`src/rtl/fifo_sync_prog.sv`:
```
// fifo_sync_prog: single-clock FIFO with occupancy count, programmable
// almost-full/almost-empty thresholds and sticky overflow/underflow flags.
// Define FIFO_FWFT_EN for first-word-fall-through reads; otherwise data_out
// is registered with one cycle of latency after an accepted read.
module fifo_sync_prog #(
  parameter int FIFO_data_size = 8,
  parameter int FIFO_addr_size = 4,
  parameter int AFULL_THRESH   = 12,
  parameter int AEMPTY_THRESH  = 2
) (
  input  logic                      clk,
  input  logic                      rst,
  input  logic                      w_en,
  input  logic [FIFO_data_size-1:0] data_in,
  input  logic                      r_en,
  output logic [FIFO_data_size-1:0] data_out,
  output logic                      empty,
  output logic                      full,
  output logic                      almost_empty,
  output logic                      almost_full,
  output logic [FIFO_addr_size:0]   count,
  output logic                      overflow,
  output logic                      underflow,
  input  logic                      clr_err
);

  localparam int DEPTH = 2 ** FIFO_addr_size;
  localparam int CW    = FIFO_addr_size + 1;
  localparam logic [CW-1:0] DEPTH_C  = CW'(DEPTH);
  localparam logic [CW-1:0] AFULL_C  = CW'(AFULL_THRESH);
  localparam logic [CW-1:0] AEMPTY_C = CW'(AEMPTY_THRESH);

  logic [FIFO_data_size-1:0] mem [DEPTH];
  logic [FIFO_addr_size-1:0] wr_ptr, rd_ptr;
  logic [CW-1:0]             count_nxt;
  logic                      wr_acc, rd_acc, wr_rej, rd_rej;

  // Accept/reject decisions use only registered flags, so no flag depends
  // combinationally on w_en/r_en. A full FIFO still takes a write when a
  // read frees a slot in the same cycle.
  always_comb begin
    wr_acc = w_en && (!full || r_en);
    rd_acc = r_en && !empty;
    wr_rej = w_en && full && !r_en;
    rd_rej = r_en && empty;
    count_nxt = count;
    case ({wr_acc, rd_acc})
      2'b10:   count_nxt = count + 1'b1;
      2'b01:   count_nxt = count - 1'b1;
      default: count_nxt = count;
    endcase
  end

  // Storage: not reset, written only on an accepted write.
  always_ff @(posedge clk) begin
    if (wr_acc) mem[wr_ptr] <= data_in;
  end

  // Pointers, occupancy and flags; flags are derived from the next count so
  // they describe the state after this edge.
  always_ff @(posedge clk or negedge rst) begin
    if (!rst) begin
      wr_ptr       <= '0;
      rd_ptr       <= '0;
      count        <= '0;
      empty        <= 1'b1;
      full         <= 1'b0;
      almost_empty <= 1'b1;
      almost_full  <= 1'b0;
    end else begin
      if (wr_acc) wr_ptr <= wr_ptr + 1'b1;
      if (rd_acc) rd_ptr <= rd_ptr + 1'b1;
      count        <= count_nxt;
      empty        <= (count_nxt == '0);
      full         <= (count_nxt == DEPTH_C);
      almost_empty <= (count_nxt <= AEMPTY_C);
      almost_full  <= (count_nxt >= AFULL_C);
    end
  end

  // Sticky error flags; a new error in the same cycle as clr_err wins.
  always_ff @(posedge clk or negedge rst) begin
    if (!rst) begin
      overflow  <= 1'b0;
      underflow <= 1'b0;
    end else begin
      if (wr_rej)       overflow <= 1'b1;
      else if (clr_err) overflow <= 1'b0;
      if (rd_rej)       underflow <= 1'b1;
      else if (clr_err) underflow <= 1'b0;
    end
  end

`ifdef FIFO_FWFT_EN
  // Head word is visible whenever the FIFO holds data; forced to 0 while
  // empty so the output is clean out of reset.
  always_comb begin
    data_out = '0;
    if (!empty) data_out = mem[rd_ptr];
  end
`else
  // Registered read: update only on an accepted pop, hold otherwise.
  always_ff @(posedge clk or negedge rst) begin
    if (!rst)        data_out <= '0;
    else if (rd_acc) data_out <= mem[rd_ptr];
  end
`endif

endmodule

```
`config.mk`:
```
export PLATFORM = sky130hd
export DESIGN_NAME = fifo_sync_prog
export DESIGN_NICKNAME = d
export VERILOG_FILES = /design/src/rtl/fifo_sync_prog.sv
export SDC_FILE = /design/constraint.sdc
export NUM_CORES = 1
export LEC_CHECK = 0
export BUFFER_PORTS_ARGS = -buffer_cell sky130_fd_sc_hd__buf_4
export CAP_MARGIN = 20
export CORE_ASPECT_RATIO = 1.1
export CORE_MARGIN = 3
export CORE_UTILIZATION = 30
export CTS_CLUSTER_DIAMETER = 60
export CTS_CLUSTER_SIZE = 30
export DETAILED_ROUTE_END_ITERATION = 6
export PLACE_DENSITY_LB_ADDON = 0.3
export SETUP_SLACK_MARGIN = 0.5
export SYNTH_ARGS = -nofsm -noshare
export SYNTH_HDL_FRONTEND = slang
export SYNTH_SLANG_ARGS = --single-unit
```
`constraint.sdc`:
```
create_clock -name clk -period 4.4 [get_ports clk]
set_input_delay 1.1 -clock clk [delete_from_list [all_inputs] [get_ports clk]]
set_output_delay 1.1 -clock clk [all_outputs]
set_load 0.01 [all_outputs]
```
==> results by group <==
Pwr
  • Total power: 5.023 mW
  • Sw Share: 0.3300
  • Leakage power: 2.704 nW
  • Gate power share: 0.296
  • Psw: 1.658 mW
  • Register share of total power: 0.419
  • Clock power share: 0.285
  • PwrDens: around 660 mW/mm2
  • Int Pwr: 3.365 mW
  • Max VDD drop: 0.0003820 V

Clocking
  • Root buf cell: clkbuf_16
  • Clk buf depth: 2
  • Hold Buf Count CTS: 0
  • H-tree levels: 4
  • Worst-Skew Late Latency: 0.42 ns
  • Clk slew on worst S/H paths: 0.06 ns
  • CTS buffer count: 17
  • Post-CTS setup buffers: 0
  • # clock sinks: 155
  • Post_cts resized: 0
  • CTS tree: done

Layout
  • Area grow syn2layout: 17.77%
  • Design area: ~0.0076 mm2
  • ANT cells: 0
  • Fraction of layout cells with a size suffix above 1: 0.1886
  • Fill cell count: 1969
  • Final core occ: 0.3655
  • Nets: 480
  • Post-Layout Cell Count: 757

Die
  • Die Width: 146.0 um
  • I/O pin total: 32
  • Starting Density: 0.3104
  • Die Y: 160.0 um
  • Total Die Area: 0.02337 mm2
  • Rows: between 50 and 60
  • Area of the core: 0.02085 mm2

Timing
  • Fin worst setup slack: 0.8321 ns
  • Unrepaired setup endpoints after global routing: false
  • Slew @ Worst Pin: 1.045 ns
  • Final setup vio count: 0
  • Max Clock Freq: 280.3 MHz
  • Fin Setup TNS: 0 ns
  • Max-slew headroom: 0.3005
  • Period Utilization, post-route: 0.8109
  • Hold_ws: 0.5167 ns
  • Clock skew: between 0.008 and 0.009 ns
  • Max Slew Vio Count: 0
  • Final worst path period need: 3.568 ns
  • Final Hold Viols: 0

Flow run
  • Max-cap viol count: 0

Setup path
  • CP Capture Type: flop
  • Most used cell, CP: ha_1
  • Worst Path Required: approximately 4.7 ns
  • CP cell instances: buf_4 -> nand2b_1 -> and2_1 -> inv_1 -> ha_1 -> xor2_1 -> ha_1 -> a21oi_4 -> xor2_2 -> mux2_1 -> a22o_1 -> a221o_1
  • Worst reg-to-reg setup slack: 1.25 ns
  • Crit start category: input port
  • Family with the most delay on the worst path: adder cells
  • Crit Path Class: in2reg
  • Cells on worst reg2reg path: 11
  • Slowest-stage cell, CP: ha_1
  • Max incr delay on CP: 0.39 ns
  • Crit path DAT: 3.87 ns
  • R2r endpoint: almost_full$_DFF_PN0_
  • Crit-path max FO: 8
  • Buf/Inv on CP: 2
  • Reg2Reg Launch Point: full$_DFF_PN0_

Global routing
  • Initial antenna violation count: 0
  • Vias in the first global route: 3659
  • Total GRT Usage: 0.1208
  • Largest net degree at the start of global routing: slightly below 70
  • First-pass GRT wire length: 21250 um
  • Total grt overflow: 0

Routing
  • Final wirelength: between 10000 and 15000 um
  • First drt pass iteration count: 4
  • Detail-routed via count per cell: 4.703
  • Initial DRC count: 210
  • DRC: 0
  • DR WL/cell: 18.19 um
  • Routed vias: 3560
  • Antenna Nets Post-Route: 0

Status
  • Status: completed

Logic synthesis
  • Synthesized flop and latch total: 155
  • Gate Count Post-Synth: about 430
  • Post-synth EDFFs: 128
  • Share of the synthesized area in the top cell type: 0.5940
  • Yosys top cell by area: edfxtp_1
  • Sequential area share after synthesis: 0.6988
  • Yosys warnings: 0
  • Top cells by area, synth: edfxtp_1, mux2i_1, dfrtp_1
  • Mapped cell area: 0.006471 mm2
  • Yosys cell types: 48
  • Syn avg cell area: 15.23 um2
  • Syn nets: between 400 and 500
  • Top FF cell, synth: edfxtp_1
  • Asr flop ratio synth: 0.1742

Place
  • DP HPWL: 8494 um
  • Cells after DPL: 724
  • Placed cell areas: 0.007013 mm2
  • IO buf count: 31
  • Pre-CTS setup slack: 0.4090 ns
  • GPL Wtd Cong: around 0.75

Worst hold path
  • WHS Endpoint: data_out[7]$_DFFE_PN0P_
  • Hold Crit Class: reg2reg
  • Hold Crit Depth: 2
  • Hold_sp: data_out[7]$_DFFE_PN0P_
logic make-up (layout without fill, tap and decap cells):
| family | after synthesis | in the layout | share of synthesized area |
|---|---|---|---|
| buffers and inverters | 37 | 84 | 0.02881 |
| multiplexers | 66 | 66 | 0.1025 |
| XOR/XNOR | 11 | 11 | 0.01721 |
| AO/OA/AOI/OAI | 64 | 64 | 0.06787 |
| AND/OR/NAND/NOR | 84 | 84 | 0.06941 |
| flip-flops | 155 | 155 | 0.6988 |
| adder cells (fa/ha/maj) | 8 | 8 | 0.01547 |
cell type report:
| type | instances | area [um2] | area share |
|---|---|---|---|
| clock buffer | 22 | 464.2 | 0.06091 |
| tap | 285 | 356.6 | 0.04679 |
| multi-input combinational | 233 | 1793 | 0.2353 |
| sequential | 155 | 4526 | 0.5938 |
| timing repair buffer | 40 | 320.3 | 0.04203 |
| clock inverter | 10 | 116.4 | 0.01527 |
| inverter | 12 | 45.04 | 0.005910 |
per-layer routing:
metal | wire [um] | vias up | GRT usage
li1 | - | 1674 | -
met1 | 6114 | 1815 | 0.1497
met2 | 6954 | 59 | 0.2006
met3 | 485 | 12 | 0.03320
met4 | 218 | 0 | 0.04876
met5 | 0 | - | 0
cells in the mapped netlist (all sizes together) (2+ instances only):
cell type	n
nor2b	2
ha	8
o21a	2
dfrtp	25
xnor2	8
buf	16
nand2	26
a21oi	18
nor4	5
mux2	2
nand2b	5
or2	2
o21ai	11
nor3b	4
xor2	3
nor2	11
a32oi	8
a22oi	16
a31oi	2
nor3	2
clkbuf	9
mux2i	64
and2	10
inv	12
nand3	11
edfxtp	128
dfstp	2
power groups by stage:
stage          Combinational (mW)  Sequential, mW  Clock (mW)
6_report                     1.49            2.11        1.43
3_3_place_gp                 1.39            2.21           0
3_5_place_dp                 1.41            2.21           0
2_1_floorplan                1.13            1.99           0
5_1_grt                      1.63            2.14        1.52
4_1_cts                      1.42            2.18        1.45
worst min-delay path: cells and delay by family, from the launching register on:
kind / cells / cell delay, ns
compound gates: 2 / 0.12
flops: 1 / 0.36
cell usage in the layout (no fill, tap or decap), drive strengths merged, types with 3 or more instances in the layout:
master,count
a32oi,8
a21oi,18
dfrtp,25
and2,10
clkinv,4
o21ai,11
nand3,11
ha,8
nor2,11
xor2,3
nand2,26
a22oi,16
xnor2,8
nor4,5
mux2i,64
nor3b,4
clkbuf,22
inv,14
edfxtp,128
buf,40
nand2b,5
registers in the layout, summed over array words and instances, names as in the netlist:
register      flops
data_out          8
underflow         1
almost_empty      1
full              1
rd_ptr            4
empty             1
wr_ptr            4
overflow          1
almost_full       1
count             5
mem             128
worst max path at each step:
stage / from / to / slack [ns] / cells past startpoint
6_report: r_en / almost_full$_DFF_PN0_ / 0.83 / 12
5_1_grt: r_en / almost_empty$_DFF_PN1_ / 0.63 / 12
4_1_cts: r_en / almost_empty$_DFF_PN1_ / 0.83 / 12
3_5_place_dp: r_en / almost_empty$_DFF_PN1_ / 0.41 / 12
3_3_place_gp: r_en / almost_full$_DFF_PN0_ / 0.50 / 12
2_1_floorplan: r_en / almost_full$_DFF_PN0_ / 0.81 / 12
(Power assumes the default switching activity.)
